**src/rtl/usb_uart_rx_pkg.sv**
```systemverilog
// Shared UART definitions: receiver states and bit-timing helper.
package usb_uart_rx_pkg;

    typedef enum logic [2:0] {
        IDLE  = 3'd0,
        START = 3'd1,
        DATA  = 3'd2,
        STOP  = 3'd3,
        BREAK = 3'd4
    } rx_state_t;

    function automatic int clks_per_bit(input int clock_freq, input int baud_rate);
        return clock_freq / baud_rate;
    endfunction

endpackage

```
**src/rtl/usb_uart_rx_if.sv**
```systemverilog
// Serial line in, received byte and status strobes out.
interface usb_uart_rx_if;
    logic       rx;
    logic [7:0] data_out;
    logic       data_valid;
    logic       frame_err;
    logic       rx_busy;

    modport master (output rx, input  data_out, data_valid, frame_err, rx_busy);
    modport slave  (input  rx, output data_out, data_valid, frame_err, rx_busy);
endinterface

```
**src/rtl/usb_uart_rx_sync.sv**
```systemverilog
// Two-flop synchronizer for the asynchronous rx pin; resets to the idle line level.
module uart_rx_sync #(
    parameter logic RST_VAL = 1'b1
) (
    input  logic i_clk,
    input  logic i_reset_n,
    input  logic i_d,
    output logic o_q
);
    logic [1:0] r_ff;

    always_ff @(posedge i_clk or negedge i_reset_n) begin
        if (!i_reset_n) r_ff <= {2{RST_VAL}};
        else            r_ff <= {r_ff[0], i_d};
    end

    assign o_q = r_ff[1];
endmodule

```
**src/rtl/usb_uart_rx.sv**
```systemverilog
// UART 8N1 receiver: mid-bit sampling FSM, LSB-first shift, one-cycle valid / framing-error strobes.
module usb_uart_rx
    import usb_uart_rx_pkg::*;
#(
    parameter int CLOCK_FREQ = 50000000,
    parameter int BAUD_RATE  = 115200
) (
    input  logic          i_clk,
    input  logic          i_reset_n,
    usb_uart_rx_if.slave  u_if
);
    localparam int CLKS_PER_BIT = clks_per_bit(CLOCK_FREQ, BAUD_RATE);
    localparam int HALF_BIT     = CLKS_PER_BIT / 2;
    localparam int CW           = $clog2(CLKS_PER_BIT);
    localparam logic [CW-1:0] LAST_CNT = CW'(CLKS_PER_BIT - 1);
    localparam logic [CW-1:0] HALF_CNT = CW'(HALF_BIT - 1);

    rx_state_t     r_state, w_next;
    logic [CW-1:0] r_bit_cnt;
    logic [2:0]    r_idx;
    logic [7:0]    r_shreg;
    logic [7:0]    r_data_out;
    logic          r_data_valid, r_frame_err;
    logic          w_rx_s, w_cnt_clr, w_shift, w_load, w_ferr;

    uart_rx_sync #(.RST_VAL(1'b1)) u_sync (
        .i_clk     (i_clk),
        .i_reset_n (i_reset_n),
        .i_d       (u_if.rx),
        .o_q       (w_rx_s)
    );

    // Once START has confirmed the start bit at its midpoint, every later sample lands mid-bit.
    always_comb begin
        w_next    = r_state;
        w_cnt_clr = 1'b0;
        w_shift   = 1'b0;
        w_load    = 1'b0;
        w_ferr    = 1'b0;
        case (r_state)
            IDLE: if (!w_rx_s) begin
                w_next    = START;
                w_cnt_clr = 1'b1;
            end
            START: if (r_bit_cnt == HALF_CNT) begin
                w_cnt_clr = 1'b1;
                w_next    = w_rx_s ? IDLE : DATA;
            end
            DATA: if (r_bit_cnt == LAST_CNT) begin
                w_cnt_clr = 1'b1;
                w_shift   = 1'b1;
                if (r_idx == 3'd7) w_next = STOP;
            end
            STOP: if (r_bit_cnt == LAST_CNT) begin
                w_cnt_clr = 1'b1;
                if (w_rx_s) begin
                    w_load = 1'b1;
                    w_next = IDLE;
                end else begin
                    w_ferr = 1'b1;
                    w_next = BREAK;
                end
            end
            BREAK: if (w_rx_s) begin
                w_cnt_clr = 1'b1;
                w_next    = IDLE;
            end
            default: w_next = IDLE;
        endcase
    end

    always_ff @(posedge i_clk or negedge i_reset_n) begin
        if (!i_reset_n) begin
            r_state      <= IDLE;
            r_bit_cnt    <= '0;
            r_idx        <= '0;
            r_shreg      <= '0;
            r_data_out   <= '0;
            r_data_valid <= 1'b0;
            r_frame_err  <= 1'b0;
        end else begin
            r_state      <= w_next;
            r_data_valid <= w_load;
            r_frame_err  <= w_ferr;
            if (w_cnt_clr || r_state == IDLE || r_state == BREAK) r_bit_cnt <= '0;
            else                                                  r_bit_cnt <= r_bit_cnt + 1'b1;
            if (r_state != DATA) r_idx <= '0;
            else if (w_shift)    r_idx <= r_idx + 1'b1;
            if (w_shift) r_shreg    <= {w_rx_s, r_shreg[7:1]};
            if (w_load)  r_data_out <= r_shreg;
        end
    end

    assign u_if.data_out   = r_data_out;
    assign u_if.data_valid = r_data_valid;
    assign u_if.frame_err  = r_frame_err;
    assign u_if.rx_busy    = (r_state != IDLE);
endmodule
```
**src/flat_wrapper.sv**
```systemverilog
// flat-port wrapper written by rule: the top's interface ports become plain ports
module usb_uart_rx_flat import usb_uart_rx_pkg::*;
#(
    parameter int CLOCK_FREQ = 50000000,
    parameter int BAUD_RATE  = 115200
)
  (i_clk, i_reset_n, u_if_rx, u_if_data_out, u_if_data_valid, u_if_frame_err, u_if_rx_busy);
  usb_uart_rx_if u_if_i ();
  input  logic i_clk;
  input  logic i_reset_n;
  input wire logic [$bits(u_if_i.rx)-1:0] u_if_rx;
  output wire logic [$bits(u_if_i.data_out)-1:0] u_if_data_out;
  output wire logic [$bits(u_if_i.data_valid)-1:0] u_if_data_valid;
  output wire logic [$bits(u_if_i.frame_err)-1:0] u_if_frame_err;
  output wire logic [$bits(u_if_i.rx_busy)-1:0] u_if_rx_busy;
  assign u_if_i.rx = u_if_rx;
  assign u_if_data_out = u_if_i.data_out;
  assign u_if_data_valid = u_if_i.data_valid;
  assign u_if_frame_err = u_if_i.frame_err;
  assign u_if_rx_busy = u_if_i.rx_busy;
  usb_uart_rx #(.CLOCK_FREQ(CLOCK_FREQ), .BAUD_RATE(BAUD_RATE)) u_core (.i_clk(i_clk), .i_reset_n(i_reset_n), .u_if(u_if_i));
endmodule
```
**config.mk**
```make
export PLATFORM = sky130hd
export DESIGN_NAME = usb_uart_rx_flat
export DESIGN_NICKNAME = d
export VERILOG_FILES = /design/src/rtl/usb_uart_rx_pkg.sv /design/src/rtl/usb_uart_rx_if.sv /design/src/rtl/usb_uart_rx_sync.sv /design/src/rtl/usb_uart_rx.sv /design/src/flat_wrapper.sv
export SDC_FILE = /design/constraint.sdc
export NUM_CORES = 1
export LEC_CHECK = 0
export BUFFER_PORTS_ARGS = -buffer_cell sky130_fd_sc_hd__buf_2
export CAP_MARGIN = 30
export CORE_MARGIN = 3
export CORE_UTILIZATION = 30
export DETAILED_ROUTE_END_ITERATION = 8
export SLEW_MARGIN = 20
export SYNTH_ARGS = -nofsm -noshare
export SYNTH_HDL_FRONTEND = slang
export SYNTH_SLANG_ARGS = --single-unit
export TNS_END_PERCENT = 10
```
**constraint.sdc**
```tcl
create_clock -name i_clk -period 2.46 [get_ports i_clk]
set_input_delay 0.246 -clock i_clk [delete_from_list [all_inputs] [get_ports i_clk]]
set_output_delay 0.246 -clock i_clk [all_outputs]
set_load 0.02 [all_outputs]
```
==> impl_results.md <==
- Hold buffer count at cts: 0
- Routed vias: 914
- Largest net degree at the start of global routing: 36
- Buf+Inv Stages, Crit Path: 1
- Post-CTS sizing: 0
- ANT nets after route: 0
- Crit-path cells: inv_1 -> ha_1 -> and4b_1 -> nand2_8 -> nor2_8 -> mux2_2
- DRC viols: 0
- Maximum fanout along the worst path: 9
- Req. time, crit path: about 2.6 ns
- CTS Root Cell: clkbuf_8
- Worst vdd ir: 0.000303 V
- Row Count: 25
- Ranking of synthesized cells by area: dfrtp_1 (53%), mux2_2 (11%), ha_1 (4.0%), nor2_1 (3.6%), dfstp_2 (3.4%)
- Slowest CP cell: and4b_1
- RSZ-0062 raised after global routing: no
- Drt wl/cell: around 12 µm
- Vias per cell: about 4.4
- Multi-input gate area: 636 µm²
- Layout Cells excl Fill: between 200 and 250
- Syn Area/Cell: ~13 µm²
- WL final: ~2500 µm
- Outcome: finished clean
- First-pass GRT wire length: between 4000 and 5000 µm
- Initial drt markers: 33
- Skew-Pair Late Insertion Delay: roughly 0.28 ns
- Yosys warns: 0
- Max-slew violation count: 0
- Worst Skew: around 0.0015 ns
- TritonCTS clock tree: yes
- Cell Area, Synth: 1550 µm²
- Area delta synth->final: 15.4%
- Register area: roughly 880 µm²
- Critical path arrival: about 2.0 ns
- Crit path kind: reg -> reg
- Clock H-tree levels: 2
- Inserted Clock Buffers: 5
- FF-to-FF Start: u_core.r_bit_cnt[1]
- Clk buf depth: 2
- Least-Margin Pin Slew: between 0.7 and 0.8 ns
- R2R Setup Slk: 0.62 ns
- Clock slew at reported path FFs: 0.07 ns
- Hold Crit Class: in -> async
- Nets@finish: between 100 and 150
- Sequential share of the synthesized area: ~57%
- Critical path's largest stage delay: 0.43 ns
- Top-level port count: 14
- Port Buffers: 13
- Tot GR Track Use: under 10%
- Layout cell share with drive strength beyond 1: 31.7%
- Yosys reg bits: 35
- Die boundary height: approximately 80 µm
- Setup TNS: 0 ns
- Vias in the first global route: around 1000
- Reg2Reg Depth: 6
- Max-Cap Viols: 0
- DRT Pass-1 Iters: 4
- Mapped Cells: between 100 and 150
- Nature of the critical path endpoint: flop
- Yosys cell types: 30
- Fillers: about 480
- Final period util: approximately three quarters
- Relative slew slack: 49.9%
- Yosys top cell by area: dfrtp_1
- Die W: roughly 80 µm
- CP delay by family, top: simple AND/OR/NAND/NOR gates
- Crit. path cell count: 6
- Final setup fails: 0
- Share of the synthesized area in the top cell type: between 50% and 60%
- Core Area: ~4800 µm²
- Gpl congestion: 0.757
- Clk sinks: 35
- DP HPWL: 1790 µm
- FF-to-FF End: u_core.u_if.data_out[5]
- Worst Setup Start Kind: flop
- Initial core utilization: between 30% and 40%
- ANT cells: 0
- Post-route minimum period: 1.84 ns
- Syn Nets: about 130
- P_leak: approximately 0.9 nW
- Initial antenna violation count: 0
- Die ar.: just over 6000 µm²
- Endpoints failing hold: 0
- Placed insts: 198
- Setup Buffers After CTS: 0
- Congestion Overflow GR: 0
- Total power: around 1.1 mW
- Fmax: around 540 MHz
- Power per cell area: 615 nW/µm²
[layout make-up]
cell class	count	share of cell area (%)
clock buffer	5	3.84
clock inverter	3	2.45
inverter	4	0.839
multi-input combinational	79	35.5
sequential	35	49.1
tap	67	4.68
timing repair buffer	13	3.63
[how the worst max path moves through the flow]
| stage | from | to | slack, ns |
|---|---|---|---|
| 3_5_place_dp | u_core.r_bit_cnt[1] | u_core.u_if.data_out[5] | 0.62 |
| 6_report | u_core.r_bit_cnt[1] | u_core.u_if.data_out[5] | 0.62 |
| 4_1_cts | u_core.r_bit_cnt[1] | u_core.u_if.data_out[5] | 0.61 |
| 3_3_place_gp | u_core.r_bit_cnt[1] | u_core.u_if.data_out[3] | 0.67 |
| 2_1_floorplan | u_core.r_bit_cnt[1] | u_core.u_if.data_out[1] | 0.87 |
| 5_1_grt | u_core.r_bit_cnt[1] | u_core.u_if.data_out[4] | 0.48 |
[cells by family after synthesis]
group | Yosys count | share of synthesized area [%]
multiplexers | 18 | 12.9
AND/OR/NAND/NOR | 42 | 17.2
XOR/XNOR | 8 | 4.52
adder cells (fa/ha/maj) | 5 | 4.03
AO/OA/AOI/OAI | 6 | 2.34
buffers and inverters | 6 | 2.42
flip-flops | 35 | 56.6
[Yosys cell counts, drive strengths merged]
cell and count:
nand3 7, a21oi 2, mux2 16, and2b 1
and4bb 1, mux2i 2, a31oi 2, or3 3
nor4 1, and4 1, nor3 1, o21ai 2
xor2 5, xnor2 3, inv 4, nor2 16
nand4 3, dfrtp 33, and4b 1, nand2 5
ha 5, or2 1, dfstp 2, nand3b 1
buf 2
[placed cells by master (no fill, tap or decap), types with 2 or more instances in the layout]
cell type | netlist | routed
buf_2 | 0 | 13
clkbuf_8 | 0 | 5
a31oi_1 | 2 | 2
xnor2_1 | 3 | 3
mux2_2 | 15 | 15
nand3_1 | 7 | 7
ha_1 | 5 | 5
a21oi_1 | 2 | 2
dfstp_2 | 2 | 2
inv_1 | 4 | 4
nor2_1 | 15 | 15
xor2_1 | 5 | 5
nand2_1 | 4 | 4
dfrtp_1 | 33 | 33
nand4_1 | 2 | 2
or3_1 | 3 | 3
mux2i_1 | 2 | 2
[report_power, final]
group          switching (mW)  total, mW  internal (mW)
clock                   0.209      0.510          0.302
combinational          0.0106     0.0117        0.00115
sequential            0.00154      0.580          0.578
[metrics by stage]
step	hold WS, ns	area [µm²]	setup slack [ns]	utilization [%]
CTS	0.0507	1790	0.606	36.9
detailed placement	0.349	1680	0.617	34.6
global route	0.0394	1790	0.475	36.9
finish	0.0271	1790	0.615	36.9
floorplan	-0.0496	1550	0.868	-
global placement	0.342	1680	0.670	34.6
[flip-flops by register name (all words and copies together) (netlist names)]
signal	count
u_core.r_bit_cnt	9
u_core.r_idx	3
u_core.r_shreg	8
u_core.r_state	3
u_core.u_if.data_out	8
u_core.u_if.data_valid	1
u_core.u_if.frame_err	1
u_core.u_sync.r_ff	2
[layer usage]
layer | wire length, µm | part of all wire [%] | vias to the layer above | GRT usage [%]
met5 | 0 | 0 | - | 0
met4 | 6 | 0.24 | 0 | 2.10
met3 | 86 | 3.5 | 2 | 4.18
met2 | 1230 | 49 | 11 | 16.3
met1 | 1170 | 47 | 448 | 11.3
li1 | - | - | 453 | -
(Power assumes the default switching activity.)
